$ cat config.mk
export PLATFORM = sky130hd
export DESIGN_NAME = stream_data_buffer
export DESIGN_NICKNAME = d
export VERILOG_FILES = /design/src/rtl/snn_buffer_pkg.sv /design/src/rtl/buffer_storage_ram.sv /design/src/rtl/stream_data_buffer.sv
export SDC_FILE = /design/constraint.sdc
export NUM_CORES = 1
export LEC_CHECK = 0
export ABC_AREA = 1
export CAP_MARGIN = 20
export CORE_ASPECT_RATIO = 0.6
export CORE_UTILIZATION = 62
export CTS_CLUSTER_DIAMETER = 50
export DETAILED_ROUTE_END_ITERATION = 16
export PLACE_DENSITY_LB_ADDON = 0.25
export SYNTH_ARGS = -nofsm -noshare
export SYNTH_HDL_FRONTEND = slang
export SYNTH_SLANG_ARGS = --single-unit
export TNS_END_PERCENT = 5
$ cat constraint.sdc
create_clock -name clk -period 4.9 [get_ports clk]
set_input_delay 0.49 -clock clk [delete_from_list [all_inputs] [get_ports clk]]
set_output_delay 0.49 -clock clk [all_outputs]
set_load 0.1 [all_outputs]
$ cat src/rtl/snn_buffer_pkg.sv
// Shared definitions for the accelerator staging buffers.
//   SNN_DATA_WIDTH : default payload width
//   ptr_inc()      : wrap-aware pointer increment, valid for any depth
//                    (not only powers of two)
package snn_buffer_pkg;

  localparam int SNN_DATA_WIDTH = 32;

  function automatic int unsigned ptr_inc(input int unsigned ptr,
                                          input int unsigned depth);
    return (ptr == depth - 32'd1) ? 32'd0 : ptr + 32'd1;
  endfunction

endpackage

$ cat src/rtl/buffer_storage_ram.sv
// Storage array for stream_data_buffer: DATA_WIDTH x DEPTH, one synchronous
// write port and one asynchronous read port. No reset, so it can map to RAM.
//   clk   : write clock
//   we    : write enable
//   waddr : write address, 0..DEPTH-1
//   wdata : write data
//   raddr : read address, 0..DEPTH-1
//   rdata : read data, combinational from raddr
module buffer_storage_ram #(
  parameter int DATA_WIDTH = 32,
  parameter int DEPTH      = 32,
  parameter int AW         = (DEPTH > 1) ? $clog2(DEPTH) : 1
) (
  input  logic                  clk,
  input  logic                  we,
  input  logic [AW-1:0]         waddr,
  input  logic [DATA_WIDTH-1:0] wdata,
  input  logic [AW-1:0]         raddr,
  output logic [DATA_WIDTH-1:0] rdata
);

  logic [DATA_WIDTH-1:0] mem [DEPTH];

  always_ff @(posedge clk) begin
    if (we) mem[waddr] <= wdata;
  end

  assign rdata = mem[raddr];

endmodule

$ cat src/rtl/stream_data_buffer.sv
// First-word-fall-through FIFO with valid/ready handshakes on both sides,
// arbitrary depth, occupancy count, almost flags and synchronous flush.
//   clk          : clock, rising edge
//   reset        : synchronous active-high, clears pointers and count
//   flush        : synchronous clear of pointers and count
//   wr_valid     : producer has data
//   wr_ready     : buffer can accept (depends only on state and flush)
//   wr_data      : write payload
//   rd_valid     : head entry available
//   rd_ready     : consumer takes head
//   rd_data      : head entry, valid while rd_valid
//   count        : occupancy, 0..DEPTH
//   almost_full  : count >= AF_LEVEL
//   almost_empty : count <= AE_LEVEL
module stream_data_buffer
  import snn_buffer_pkg::*;
#(
  parameter int DATA_WIDTH = SNN_DATA_WIDTH,
  parameter int DEPTH      = 32,
  parameter int AF_LEVEL   = DEPTH - 2,
  parameter int AE_LEVEL   = 1
) (
  input  logic                         clk,
  input  logic                         reset,
  input  logic                         flush,
  input  logic                         wr_valid,
  output logic                         wr_ready,
  input  logic [DATA_WIDTH-1:0]        wr_data,
  output logic                         rd_valid,
  input  logic                         rd_ready,
  output logic [DATA_WIDTH-1:0]        rd_data,
  output logic [$clog2(DEPTH+1)-1:0]   count,
  output logic                         almost_full,
  output logic                         almost_empty
);

  localparam int AW = (DEPTH > 1) ? $clog2(DEPTH) : 1;
  localparam int CW = $clog2(DEPTH + 1);

  if (DEPTH < 2) begin : g_bad_depth
    $error("stream_data_buffer: DEPTH must be >= 2");
  end
  if (AF_LEVEL > DEPTH) begin : g_bad_af
    $error("stream_data_buffer: AF_LEVEL must be <= DEPTH");
  end
  if (AE_LEVEL >= DEPTH) begin : g_bad_ae
    $error("stream_data_buffer: AE_LEVEL must be < DEPTH");
  end

  logic [AW-1:0] wr_ptr;
  logic [AW-1:0] rd_ptr;
  logic [CW-1:0] count_q;
  logic          full;
  logic          empty;
  logic          push;
  logic          pop;

  assign full     = (count_q == CW'(DEPTH));
  assign empty    = (count_q == '0);
  assign wr_ready = !full && !flush;
  assign rd_valid = !empty && !flush;
  assign push     = wr_valid && wr_ready;
  assign pop      = rd_valid && rd_ready;

  // Reset and flush have the same effect; storage is deliberately untouched.
  always_ff @(posedge clk) begin
    if (reset || flush) begin
      wr_ptr  <= '0;
      rd_ptr  <= '0;
      count_q <= '0;
    end else begin
      if (push) wr_ptr <= AW'(ptr_inc(32'(wr_ptr), DEPTH));
      if (pop)  rd_ptr <= AW'(ptr_inc(32'(rd_ptr), DEPTH));
      case ({push, pop})
        2'b10:   count_q <= count_q + CW'(1);
        2'b01:   count_q <= count_q - CW'(1);
        default: count_q <= count_q;
      endcase
    end
  end

  assign count        = count_q;
  assign almost_full  = (count_q >= CW'(AF_LEVEL));
  assign almost_empty = (count_q <= CW'(AE_LEVEL));

  buffer_storage_ram #(
    .DATA_WIDTH (DATA_WIDTH),
    .DEPTH      (DEPTH),
    .AW         (AW)
  ) u_ram (
    .clk   (clk),
    .we    (push),
    .waddr (wr_ptr),
    .wdata (wr_data),
    .raddr (rd_ptr),
    .rdata (rd_data)
  );

endmodule

==> summary.txt <==
Worst setup path
  – Crit Path Max Fanout: 155
  – Slowest CP cell: dfxtp_4
  – Crit start category: flop
  – Top cell by count, worst path: nand2_1
  – Worst r2r src: count[1]
  – CP Cell Sequence: inv_16 -> buf_4 -> nand2_1 -> nand3_1 -> nand3_1 -> nand2_1 -> nand2_1 -> nand2_1 -> nand2_1 -> nand2_1 -> buf_12
  – FF-to-FF End: u_ram.mem[10][4]
  – Worst setup EP type: output port
  – WP data required: 4410 ps
  – Flop2flop setup slack: 1620 ps
  – Crit Path Category: flop to output port
  – Max incr delay on CP: 900 ps
  – WP data arrival: 3610 ps
  – R2r worst-path depth: 9

Timing
  – Final hold viol count: 0
  – Crit path time final: 4100 ps
  – Slew HR: 0.228
  – RSZ-0062 raised after global routing: false
  – Worst hold margin: 441 ps
  – Tcrit/Tclk final: 0.837
  – Final setup vio count: 0
  – Skew final: 26.1 ps
  – Worst Max-Slew Pin Slew: 1160 ps
  – Max-slew violation count: 0
  – Final setup TNS: 0 ps
  – Fmax achieved: 244 MHz
  – Final worst slack: 798 ps

Logic synthesis
  – Post-synthesis register bit count: 1045
  – Synth top area share: 0.718
  – Synth cell count leaders: 1470 x nand2_1, 1024 x edfxtp_1, 785 x nand3_1
  – Synth Area in XOR/XNOR: 0.000409
  – Synth Area in Adders: 0.00380
  – Post-Syn Nets: 3698
  – Netlist cell types: 27
  – Largest area contributor in the netlist: edfxtp_1
  – Asr flop ratio synth: 0
  – Synthesized cell area: 42800 sq um
  – Synth top area cells: edfxtp_1 72%, nand2_1 13%, nand3_1 9.2%
  – EDFF count, synth: 1024
  – Ys flop type: edfxtp_1
  – Cell with the most instances after synthesis: nand2_1
  – Synth Area in Compound Gates: 0.00330
  – Largest family of logic cells by synthesized area: simple AND/OR/NAND/NOR gates
  – Mean Syn Cell Area: 11.7 sq um
  – Mapped Cells: 3648
  – YS warnings: 0
  – Mux cell area share after synthesis: 0
  – Post-synthesis simple-gate area fraction: 0.226
  – Sequential area share after synthesis: 0.728

Floorplanning
  – Die area: 70200 sq um
  – CORE AREA: 68100 sq um
  – Die H: 206 microns
  – Overall die width: 341 microns
  – Initial Utilization: 0.628
  – Cell Rows: 74
  – # IOs: 79

Min path
  – Hold Path Depth: 1
  – Hold path startpoint: wr_data[2]
  – Worst min path class: input port to flop
  – Hold EP: u_ram.mem[17][2]

Final layout
  – Diode count: 0
  – Share of layout cells above drive strength 1: 0.0807
  – Post-route cell area: 47400 sq um
  – Final Net Count: 3746
  – Core Util, Final: 0.695
  – Area grow syn2layout: 10.6%

Clocking
  – CTS Buffer Depth: 3
  – Resized Gates After CTS: 0
  – Root buf cell: clkbuf_16
  – Worst-Skew Late Latency: 670 ps
  – H-tree depth: 3
  – CTS Buf Count: 89
  – Postcts setup bufs: 0
  – Num Clock Sinks: 1045
  – Hold_buf cts: 0
  – CTS tree: built
  – Clk slew on worst S/H paths: 70 ps

Drt
  – Total DRC errors in the routed layout: 0
  – Via/cell ratio: 6.12
  – Post-DR wirelength/cell: 24.0 microns
  – Total number of vias: 28620
  – Final WL: 112000 microns
  – DRT Pass-1 Iters: 6
  – Iteration-0 DRC Markers: 4257
  – Post-route ant nets: 0

Global routing
  – Largest net degree at the start of global routing: 157
  – Global route overflow: 0
  – Vias in the first global route: 26462
  – GRT Util Overall: 0.321
  – Initial antenna violation count: 0
  – First-pass GRT wire length: 166000 microns

Power
  – P per Cell Area: 367 nW/um^2
  – Peak VDD IR: 0.000294 V
  – Leakage power figure: 17.1 nW

Job
  – Number of max-cap violations: 0

Placement
  – Post-DP Area: 44500 sq um
  – IO buf count: 78
  – Final Wtd Congestion: 0.855
  – Post-place setup slack: 1500 ps
  – Dpl hpwl: 61200 microns

Status
  – Outcome: finished clean
power by group:
part           internal [mW]  switching, mW
combinational          0.136          0.438
sequential              9.82        0.00925
clock                   3.79           3.18
total                   13.7           3.63
logic make-up (layout without fill, tap and decap cells):
| logic type | after synthesis | in the layout |
|---|---|---|
| simple gates | 2308 | 2308 |
| flops | 1045 | 1045 |
| buf+inv | 252 | 370 |
| compound gates | 28 | 28 |
| fa+ha+maj | 13 | 13 |
| xor+xnor | 2 | 2 |
layout make-up:
class / instances / area, sq um
Clock buffer: 109 / 2340
Clock inverter: 52 / 467
Fill cell: 4724 / 20800
Inverter: 31 / 146
Multi-Input combinational cell: 2351 / 10200
Sequential cell: 1045 / 31200
Tap cell: 912 / 1140
Timing Repair Buffer: 178 / 1860
critical path, delay by kind of cell (launching register included):
kind,cells,cell delay [ps]
DFF,1,900
and+or+nand+nor,8,820
buffers and inverters,3,1050
placed cells by master, fill, tap and decap left out, drive strengths merged:
master	Yosys	final
ha	13	13
or2	2	2
nand3	785	785
inv	31	34
buf	194	134
nor2	38	38
xor2	2	2
nor3	9	9
o21ai	15	15
clkinvlp	0	2
clkinv	0	40
nand4	2	2
clkdlybuf4s50	0	44
a31oi	1	1
edfxtp	1024	1024
nand2	1470	1470
nand3b	1	1
nor3b	1	1
clkbuf	27	109
a21oi	12	12
bufinv	0	7
dfxtp	21	21
sequential cells by signal, indices dropped and copies added, names as in the netlist, named ones only:
signal / flops
rd_ptr: 5
count: 6
u_ram.mem: 1024
wr_ptr: 5
worst max-delay path by stage:
| stage | end | depth (start not counted) | start |
|---|---|---|---|
| floorplan | u_ram.mem[15][0] | 6 | count[0] |
| global placement | u_ram.mem[18][17] | 8 | flush |
| detailed placement | u_ram.mem[10][28] | 8 | flush |
| CTS | rd_data[23] | 11 | flop |
| global route | rd_data[23] | 11 | flop |
| finish | rd_data[23] | 11 | flop |
metal layers:
layer | vias to the layer above | global-route usage | wire length [microns]
li1 | 12778 | - | -
met1 | 13707 | 0.488 | 45900
met2 | 1906 | 0.469 | 48800
met3 | 229 | 0.0699 | 14500
met4 | 0 | 0.0921 | 3060
met5 | - | 0 | 0
stage by stage:
stage	cells	total power, mW
floorplan	3648	10.3
global placement	4515	10.6
detailed placement	4516	10.6
CTS	4677	17.4
global route	4678	17.8
finish	4678	17.4
No activity file was read; power rests on OpenSTA's default activity.
